## config.mk

```make
export PLATFORM = sky130hd
export DESIGN_NAME = modmul_ctrl_flat
export DESIGN_NICKNAME = d
export VERILOG_FILES = /design/src/rtl/modmul_if.sv /design/src/rtl/modmul_ctrl.sv /design/src/flat_wrapper.sv
export SDC_FILE = /design/constraint.sdc
export NUM_CORES = 1
export LEC_CHECK = 0
export ABC_CLOCK_PERIOD_IN_PS = 2260
export BUFFER_PORTS_ARGS = -buffer_cell sky130_fd_sc_hd__buf_2
export CORE_MARGIN = 2
export CORE_UTILIZATION = 50
export CTS_BUF_LIST = sky130_fd_sc_hd__clkbuf_8
export DETAILED_ROUTE_END_ITERATION = 8
export PLACE_DENSITY = 0.82
export SYNTH_ARGS = -nofsm -noshare
export SYNTH_HDL_FRONTEND = slang
export SYNTH_SLANG_ARGS = --single-unit
```

## constraint.sdc

```tcl
create_clock -name clk -period 2.26 [get_ports clk]
set_input_delay 0.226 -clock clk [delete_from_list [all_inputs] [get_ports clk]]
set_output_delay 0.226 -clock clk [all_outputs]
set_load 0.03 [all_outputs]
```

## src/rtl/modmul_if.sv

```systemverilog
// rtl/modmul_if.sv - serial link between the modmul controller and the multiplier
interface modmul_if #(
   parameter int LEN = 22
);
   logic           mm_a;
   logic [LEN-1:0] mm_b;
   logic           mm_isync;
   logic           mm_q;
   logic           mm_osync;

   modport master (
      output mm_a, mm_b, mm_isync,
      input  mm_q, mm_osync
   );

   modport slave (
      input  mm_a, mm_b, mm_isync,
      output mm_q, mm_osync
   );
endinterface

```

## src/rtl/modmul_ctrl.sv

```systemverilog
// rtl/modmul_ctrl.sv - serialises A to a bit-serial modular multiplier and deserialises its product
module modmul_ctrl #(
   parameter int LEN     = 22,
   parameter int TIMEOUT = 256
) (
   input  logic            clk,
   input  logic            reset,
   input  logic            start,
   input  logic [LEN-1:0]  a_in,
   input  logic [LEN-1:0]  b_in,
   output logic            busy,
   output logic            done,
   output logic            err,
   output logic [LEN-1:0]  result,
   modmul_if.master        mm
);
   localparam int CW = $clog2(LEN + 1);
   localparam int TW = $clog2(TIMEOUT);
   localparam logic [CW-1:0] BIT_LAST = CW'(LEN - 1);
   localparam logic [TW-1:0] TO_LAST  = TW'(TIMEOUT - 1);

   typedef enum logic [2:0] {IDLE, SHIFT, WAIT, CAPT, FIN} state_t;

   state_t         state, state_n;
   logic [LEN-1:0] a_sr;
   logic [LEN-1:0] b_reg;
   logic [LEN-1:0] cap_sr;
   logic [CW-1:0]  bcnt;
   logic [TW-1:0]  tcnt;
   logic           done_n;
   logic           err_n;

   // Outputs to the multiplier; outside SHIFT the serial line pads with zeros
   assign mm.mm_a     = (state == SHIFT) & a_sr[0];
   assign mm.mm_isync = (state == SHIFT) && (bcnt == '0);
   assign mm.mm_b     = b_reg;
   assign busy        = (state != IDLE);

   // State register
   always_ff @(posedge clk or negedge reset) begin
      if (!reset) state <= IDLE;
      else        state <= state_n;
   end

   // Next-state and completion pulses; timeout only applies until osync is seen
   always_comb begin
      state_n = state;
      done_n  = 1'b0;
      err_n   = 1'b0;
      case (state)
         IDLE: begin
            if (start) state_n = SHIFT;
         end
         SHIFT, WAIT: begin
            if (mm.mm_osync) begin
               state_n = CAPT;
            end else if (tcnt == TO_LAST) begin
               state_n = IDLE;
               err_n   = 1'b1;
            end else if (state == SHIFT && bcnt == BIT_LAST) begin
               state_n = WAIT;
            end
         end
         CAPT: begin
            if (bcnt == BIT_LAST) state_n = FIN;
         end
         FIN: begin
            state_n = IDLE;
            done_n  = 1'b1;
         end
         default: state_n = IDLE;
      endcase
   end

   // Datapath: operand capture, A shift-out, counters, product shift-in, result load
   always_ff @(posedge clk or negedge reset) begin
      if (!reset) begin
         a_sr   <= '0;
         b_reg  <= '0;
         cap_sr <= '0;
         bcnt   <= '0;
         tcnt   <= '0;
         result <= '0;
         done   <= 1'b0;
         err    <= 1'b0;
      end else begin
         done <= done_n;
         err  <= err_n;
         case (state)
            IDLE: begin
               if (start) begin
                  a_sr  <= a_in;
                  b_reg <= b_in;
                  bcnt  <= '0;
                  tcnt  <= '0;
               end
            end
            SHIFT, WAIT: begin
               if (state == SHIFT) begin
                  a_sr <= a_sr >> 1;
                  bcnt <= bcnt + CW'(1);
               end
               if (mm.mm_osync) begin
                  // product bit 0 arrives with osync; bcnt now counts captured bits
                  cap_sr <= {mm.mm_q, cap_sr[LEN-1:1]};
                  bcnt   <= CW'(1);
               end else if (tcnt != TO_LAST) begin
                  tcnt <= tcnt + TW'(1);
               end
            end
            CAPT: begin
               cap_sr <= {mm.mm_q, cap_sr[LEN-1:1]};
               if (bcnt != BIT_LAST) bcnt <= bcnt + CW'(1);
            end
            FIN: begin
               result <= cap_sr;
            end
            default: ;
         endcase
      end
   end
endmodule

```

## src/flat_wrapper.sv

```systemverilog
// flat-port wrapper written by rule: the top's interface ports become plain ports
module modmul_ctrl_flat 
#(
   parameter int LEN     = 22,
   parameter int TIMEOUT = 256
)
  (clk, reset, start, a_in, b_in, busy, done, err, result, mm_mm_a, mm_mm_b, mm_mm_isync, mm_mm_q, mm_mm_osync);
  modmul_if #(.LEN(LEN)) mm_i ();
  input  logic clk;
  input  logic reset;
  input  logic start;
  input  logic [LEN-1:0] a_in;
  input  logic [LEN-1:0] b_in;
  output logic busy;
  output logic done;
  output logic err;
  output logic [LEN-1:0] result;
  output wire logic [$bits(mm_i.mm_a)-1:0] mm_mm_a;
  output wire logic [$bits(mm_i.mm_b)-1:0] mm_mm_b;
  output wire logic [$bits(mm_i.mm_isync)-1:0] mm_mm_isync;
  input wire logic [$bits(mm_i.mm_q)-1:0] mm_mm_q;
  input wire logic [$bits(mm_i.mm_osync)-1:0] mm_mm_osync;
  assign mm_mm_a = mm_i.mm_a;
  assign mm_mm_b = mm_i.mm_b;
  assign mm_mm_isync = mm_i.mm_isync;
  assign mm_i.mm_q = mm_mm_q;
  assign mm_i.mm_osync = mm_mm_osync;
  modmul_ctrl #(.LEN(LEN), .TIMEOUT(TIMEOUT)) u_core (.clk(clk), .reset(reset), .start(start), .a_in(a_in), .b_in(b_in), .busy(busy), .done(done), .err(err), .result(result), .mm(mm_i));
endmodule
```

==> impl_metrics.env, run 1 <==
export IMPL_synthSimpleGateAreaFrac=0.107
export IMPL_drive_above_1_share=0.416
export IMPL_grt_pass1_wl_mm=15.0
export IMPL_path_class="reg -> reg"
export IMPL_grt_pass1_vias=3235
export IMPL_post_drt_wl_per_cell_um=15.1
export IMPL_end_kind="flip-flop"
export IMPL_period_needed_ns=2.02
export IMPL_worst_slack_ns=0.235
export IMPL_yosysMostFrequentCell="dfrtp_1"
export IMPL_synth_top_family_by_area="multiplexers"
export IMPL_numPortBuffers=97
export IMPL_netlist_area_mm2=0.00453
export IMPL_drv_cap=0
export IMPL_track_usage=0.188
export IMPL_syn_mean_instance_area_um2=12.0
export IMPL_start_util=0.517
export IMPL_cts_buffers=9
export IMPL_fin_nets=529
export IMPL_io_pins=98
export IMPL_yosysWarnings=0
export IMPL_synthTopCellsByCount="106 x dfrtp_1, 66 x mux2_2, 50 x nand2_1, 26 x nor2_1, 22 x a31oi_1"
export IMPL_crit_path_start_kind="flip-flop"
export IMPL_grt_antenna_before_repair=0
export IMPL_gp_congestion=0.791
export IMPL_synth_seq_cells=106
export IMPL_maxSlewHeadroom=0.604
export IMPL_clockRootBuffer="clkbuf_8"
export IMPL_grt_overflow=0
export IMPL_slowest_delay_ns=0.55
export IMPL_dr_pass1_iters=4
export IMPL_routed_wl_mm=8.91
export IMPL_rsz0062_at_grt="no"
export IMPL_area_growth_pct=18.7
export IMPL_post_route_period_util=0.896
export IMPL_synthArstFlopShare=1.00
export IMPL_seq_area_frac_synth=0.585
export IMPL_fp_dieH_um=99.2
export IMPL_core_area_mm2=0.00876
export IMPL_finalPower_w=0.00750
export IMPL_cts_setup_buffers=0
export IMPL_p_leak_nw=2.64
export IMPL_grt_max_degree=45
export IMPL_antenna_cells=0
export IMPL_finClkSkew_ns=0.00779
export IMPL_synth_area_leaders="dfrtp_1 59%, mux2_2 16%, nand2_1 4.1%"
export IMPL_setup_violations_final=0
export IMPL_fill_cells=735
export IMPL_synth_top_area_share=0.585
export IMPL_syn_instance_count=378
export IMPL_hold_violations=0
export IMPL_irDropWorstVdd_v=0.000635
export IMPL_synth_nets=431
export IMPL_final_max_slew_viol_count=0
export IMPL_pre_cts_slack_ns=0.246
export IMPL_fin_tns_setup_ns=0
export IMPL_dpl_cell_count=572
export IMPL_crit_fanout=6
export IMPL_p_per_area_mw_per_mm2=1390
export IMPL_cts_tree="built"
export IMPL_ant_nets=0
export IMPL_clk_path_buf_depth=2
export IMPL_cp_cell_sequence="ha_1, and4_1, a2111oi_4, buf_4, a222oi_1, a21oi_1"
export IMPL_clkTransAtPathRegs_ns=0.11
export IMPL_synth_xor_xnor_area_share=0.00193
export IMPL_rows=34
export IMPL_fin_util=0.614
export IMPL_synth_ff_type="dfrtp_1"
export IMPL_cp_arrival_ns=2.24
export IMPL_final_cells=589
export IMPL_hold_path_class="in -> reg"
export IMPL_synth_edf_count=0
export IMPL_die_x_um=99.2
export IMPL_synthMuxAreaShare=0.168
export IMPL_drc=0
export IMPL_clock_sinks=106
export IMPL_tightest_slew_ns=0.593
export IMPL_synth_top_area_cell="dfrtp_1"
export IMPL_dieArea_mm2=0.00984
export IMPL_synth_compound_area_frac=0.0908
export IMPL_h_tree_depth=3
export IMPL_dp_hpwl_mm=6.28
export IMPL_fmax_mhz=494
export IMPL_drt_iter0_markers=219
export IMPL_synthAdderAreaFrac=0.0110
export IMPL_synth_distinct_cells=48
export IMPL_vias_per_cell=5.44
export IMPL_clk_latency_ns=0.36
export IMPL_num_vias=3203
export IMPL_slowest_stage="a222oi_1"
export IMPL_required_ns=2.48
export IMPL_outcome="finished, final reports clean"
## final timing paths
| path | to | start | slack, ns | cells past startpoint |
|---|---|---|---|---|
| hold / removal | u_core.mm.mm_b[5]$_DFFE_PN0P_ | b_in[5] | 0.09 | 2 |
| setup / recovery | u_core.bcnt[4]$_DFFE_PN0P_ | u_core.tcnt[0]$_DFFE_PN0P_ | 0.24 | 6 |
| setup reg to reg | u_core.bcnt[4]$_DFFE_PN0P_ | u_core.tcnt[0]$_DFFE_PN0P_ | 0.24 | 6 |
| max in group asynchronous | u_core.cap_sr[12]$_DFFE_PN0P_ | reset | 1.13 | 3 |
| hold reg to reg | u_core.result[21]$_DFFE_PN0P_ | u_core.result[21]$_DFFE_PN0P_ | 0.51 | 1 |
| min in group asynchronous | u_core.cap_sr[5]$_DFFE_PN0P_ | reset | 0.39 | 2 |
## metal layers
metal | part of all wire | GRT usage | vias up
met4 | 0.023 | 0.0706 | 0
met1 | 0.44 | 0.242 | 1567
met3 | 0.046 | 0.0379 | 16
met2 | 0.49 | 0.315 | 94
li1 | - | - | 1526
met5 | 0 | 0 | -
## sequential cells by signal (all words and copies together) (netlist names)
register and cells:
u_core.cap_sr 22, u_core.mm.mm_b 22, u_core.bcnt 5, u_core.result 22
u_core.done 1, u_core.tcnt 8, u_core.err 1, u_core.state 3
u_core.a_sr 22
## cell usage in the layout, fill, tap and decap left out, drive strengths merged, types with 4 or more instances in the layout
cell    instances
a31oi          22
nand3           9
ha              4
and3            4
nor2           27
mux2           66
inv            16
dfrtp         106
a21oi           4
clkbuf         10
buf           107
nand2          50
o21ai          12
## area by class of cell
| type | instances | area [um2] | area share |
|---|---|---|---|
| inverters | 11 | 41.3 | 0.00767 |
| clock buffers | 10 | 138 | 0.0256 |
| multi-input cells | 240 | 1740 | 0.323 |
| well taps | 108 | 135 | 0.0251 |
| repair buffers | 108 | 598 | 0.111 |
| flip-flops and latches | 106 | 2650 | 0.493 |
| clock inverters | 6 | 78.8 | 0.0146 |
## through the flow
step	hold WS (ns)	instance area (um2)
CTS	0.0704	5370
global placement	0.237	5140
floorplan	-0.0696	4530
detailed placement	0.243	5140
global route	0.0718	5380
finish	0.0883	5380
## logic make-up (layout without fill, tap and decap cells)
logic type / Yosys count / after routing
AND/OR/NAND/NOR: 108 / 108
flip-flops: 106 / 106
multiplexers: 68 / 68
AO/OA/AOI/OAI: 59 / 59
buffers and inverters: 32 / 135
adder cells (fa/ha/maj): 4 / 4
XOR/XNOR: 1 / 1
## power breakdown
part | internal [W] | switching [W] | leakage [nW]
Combinational | 0.00136 | 0.00185 | 1.21
Clock | 0.000571 | 0.000681 | 0.112
Sequential | 0.00258 | 0.000454 | 1.32
Total | 0.00451 | 0.00298 | 2.64
## timing repair
| item | in CTS | in global routing |
|---|---|---|
| hold endpoints to repair | 38 | 0 |
| gates resized for setup | 0 | 2 |
| hold buffers | 1 | 0 |
| setup endpoints to repair | 0 | 1 |
## worst max-delay path, delay by kind of cell, from the launching register on
| kind | cells | cell delay (ns) |
|---|---|---|
| AO/OA/AOI/OAI | 3 | 0.75 |
| buffers and inverters | 1 | 0.19 |
| AND/OR/NAND/NOR | 1 | 0.34 |
| adder cells (fa/ha/maj) | 1 | 0.22 |
| flip-flops | 1 | 0.39 |
(Power assumes the default switching activity.)
==> run 2, diff against run 1 <==
ABC_CLOCK_PERIOD_IN_PS = 2200   (was 2260)
clock period = 2.2 ns   (was 2.26 ns; I/O delays follow)
==> run 2 against run 1 <==
Net effect: sequential cell count unchanged; sequential power is 3% higher; global-route usage shrank 0.63 points; register-to-register slack got worse by 0.04 ns; final area shrank 0.26%; total power is 1.5% higher; combinational power up 2%; critical path depth is the same; maximum frequency grew 0.97%; setup slack got worse by 0.041 ns; clock power about the same; critical path type unchanged; critical endpoint is now u_core.tcnt[2]$_DFFE_PN0P_.
==> impl_metrics.env, run 2 (same netlist as run 1, synthesis figures left out) <==
export IMPL_routed_wl_mm=8.41
export IMPL_final_max_slew_viol_count=0
export IMPL_tightest_slew_ns=0.597
export IMPL_gp_congestion=0.912
export IMPL_stdcell_area_mm2=0.00537
export IMPL_h_tree_depth=3
export IMPL_cts_tree="built"
export IMPL_antenna_cells=0
export IMPL_path_class="reg -> reg"
export IMPL_grt_antenna_before_repair=0
export IMPL_core_area_mm2=0.00876
export IMPL_drive_above_1_share=0.413
export IMPL_fp_dieH_um=99.2
export IMPL_numPortBuffers=97
export IMPL_clockRootBuffer="clkbuf_8"
export IMPL_drt_iter0_markers=144
export IMPL_outcome="finished, final reports clean"
export IMPL_ant_nets=0
export IMPL_finClkSkew_ns=0.0192
export IMPL_drt_met1_wl_mm=3.66
export IMPL_fin_tns_setup_ns=0
export IMPL_drc=0
export IMPL_drv_cap=0
export IMPL_clk_path_buf_depth=2
export IMPL_fmax_mhz=499
export IMPL_p_leak_nw=2.63
export IMPL_dieArea_mm2=0.00984
export IMPL_die_x_um=99.2
export IMPL_grt_max_degree=49
export IMPL_met2RoutedLength_mm=4.18
export IMPL_crit_fanout=12
export IMPL_dpl_instance_area_mm2=0.00515
export IMPL_clkTransAtPathRegs_ns=0.10
export IMPL_dp_hpwl_mm=6.01
export IMPL_grt_pass1_vias=3112
export IMPL_hold_violations=0
export IMPL_p_per_area_mw_per_mm2=1420
export IMPL_track_usage=0.182
export IMPL_clock_sinks=106
export IMPL_post_route_period_util=0.912
export IMPL_cts_buffers=9
export IMPL_fin_nets=528
export IMPL_r2r_end="u_core.tcnt[2]$_DFFE_PN0P_"
export IMPL_hold_path_class="in -> reg"
export IMPL_rows=34
export IMPL_post_drt_wl_per_cell_um=14.3
export IMPL_area_growth_pct=18.4
export IMPL_rsz0062_at_grt="no"
export IMPL_hold_path_end="u_core.a_sr[21]$_DFFE_PN0P_"
export IMPL_pre_cts_slack_ns=0.169
export IMPL_worstReg2RegStart="u_core.tcnt[0]$_DFFE_PN0P_"
export IMPL_final_cell_mix="106 x dfrtp_1, 96 x buf_2, 66 x mux2_2"
export IMPL_io_pins=98
export IMPL_period_needed_ns=2.01
export IMPL_dr_pass1_iters=4
export IMPL_cp_arrival_ns=2.27
export IMPL_worst_slack_ns=0.194
export IMPL_clk_latency_ns=0.37
export IMPL_hold_start="a_in[21]"
export IMPL_start_util=0.517
export IMPL_hold_depth=3
export IMPL_reg2reg_depth=6
export IMPL_final_common_cell="dfrtp_1"
export IMPL_maxSlewHeadroom=0.601
export IMPL_required_ns=2.46
export IMPL_r2r_setup_slack_ns=0.19
export IMPL_end_kind="flip-flop"
export IMPL_met3_length_um=417
export IMPL_setup_violations_final=0
export IMPL_num_vias=3145
export IMPL_vias_per_cell=5.35
export IMPL_grt_pass1_wl_mm=14.5
export IMPL_top_layer_used="met4"
export IMPL_irDropWorstVdd_v=0.000737
export IMPL_crit_path_start_kind="flip-flop"
export IMPL_grt_overflow=0
[run 2: critical path: stages (launching register included)]
cell,delay (ns)
dfrtp_1,0.41
ha_1,0.25
and4_1,0.28
a2111oi_4,0.42
buf_4,0.25
o22ai_1,0.08
a22o_1,0.23
[run 2: worst max-delay path by stage]
stage	from	to	slack (ns)	depth (start not counted)
finish	u_core.tcnt[0]$_DFFE_PN0P_	u_core.tcnt[2]$_DFFE_PN0P_	0.19	6
global route	u_core.tcnt[0]$_DFFE_PN0P_	u_core.tcnt[2]$_DFFE_PN0P_	0.02	6
CTS	u_core.state[0]$_DFFE_PN0P_	u_core.state[1]$_DFFE_PN0P_	0.11	4
detailed placement	u_core.state[0]$_DFFE_PN0P_	u_core.state[1]$_DFFE_PN0P_	0.17	4
global placement	u_core.state[0]$_DFFE_PN0P_	u_core.state[1]$_DFFE_PN0P_	0.23	4
floorplan	u_core.tcnt[0]$_DFFE_PN0P_	u_core.tcnt[6]$_DFFE_PN0P_	0.39	6
[run 2: what timing repair did]
item | 4_1_cts | 5_1_grt
setup endpoints to repair | 0 | 18
hold buffers | 1 | 0
endpoints found under the hold margin | 31 | 0
buffers inserted | 0 | 0
gates resized for setup | 0 | 1
[run 2: layer usage]
layer,up-vias,track usage
li1,1513,-
met1,1533,0.231
met2,84,0.311
met3,15,0.0358
met4,0,0.0643
met5,-,0
[run 2: metrics by stage]
stage	utilization	hold slack (ns)	power, W	cells
4_1_cts	0.612	0.0622	0.00770	588
3_5_place_dp	0.588	0.186	0.00646	571
2_1_floorplan	-	-0.0756	0.00562	378
3_3_place_gp	0.588	0.179	0.00629	571
5_1_grt	0.613	0.0682	0.00821	588
6_report	0.613	0.0756	0.00761	588
[run 2: area by class of cell]
| class | instances | area (um2) |
|---|---|---|
| flip-flops and latches | 106 | 2650 |
| multi-input cells | 240 | 1730 |
| inverters | 11 | 41.3 |
| clock buffers | 9 | 124 |
| repair buffers | 107 | 603 |
| fillers | 726 | 3390 |
| well taps | 108 | 135 |
| clock inverters | 7 | 81.3 |
[run 2: where the power goes]
part           internal [W]  total (W)  leakage, nW  switching, W
clock network      0.000547    0.00122        0.107      0.000677
logic               0.00142    0.00326         1.20       0.00185
registers           0.00265    0.00312         1.32      0.000466
total               0.00462    0.00761         2.63       0.00299
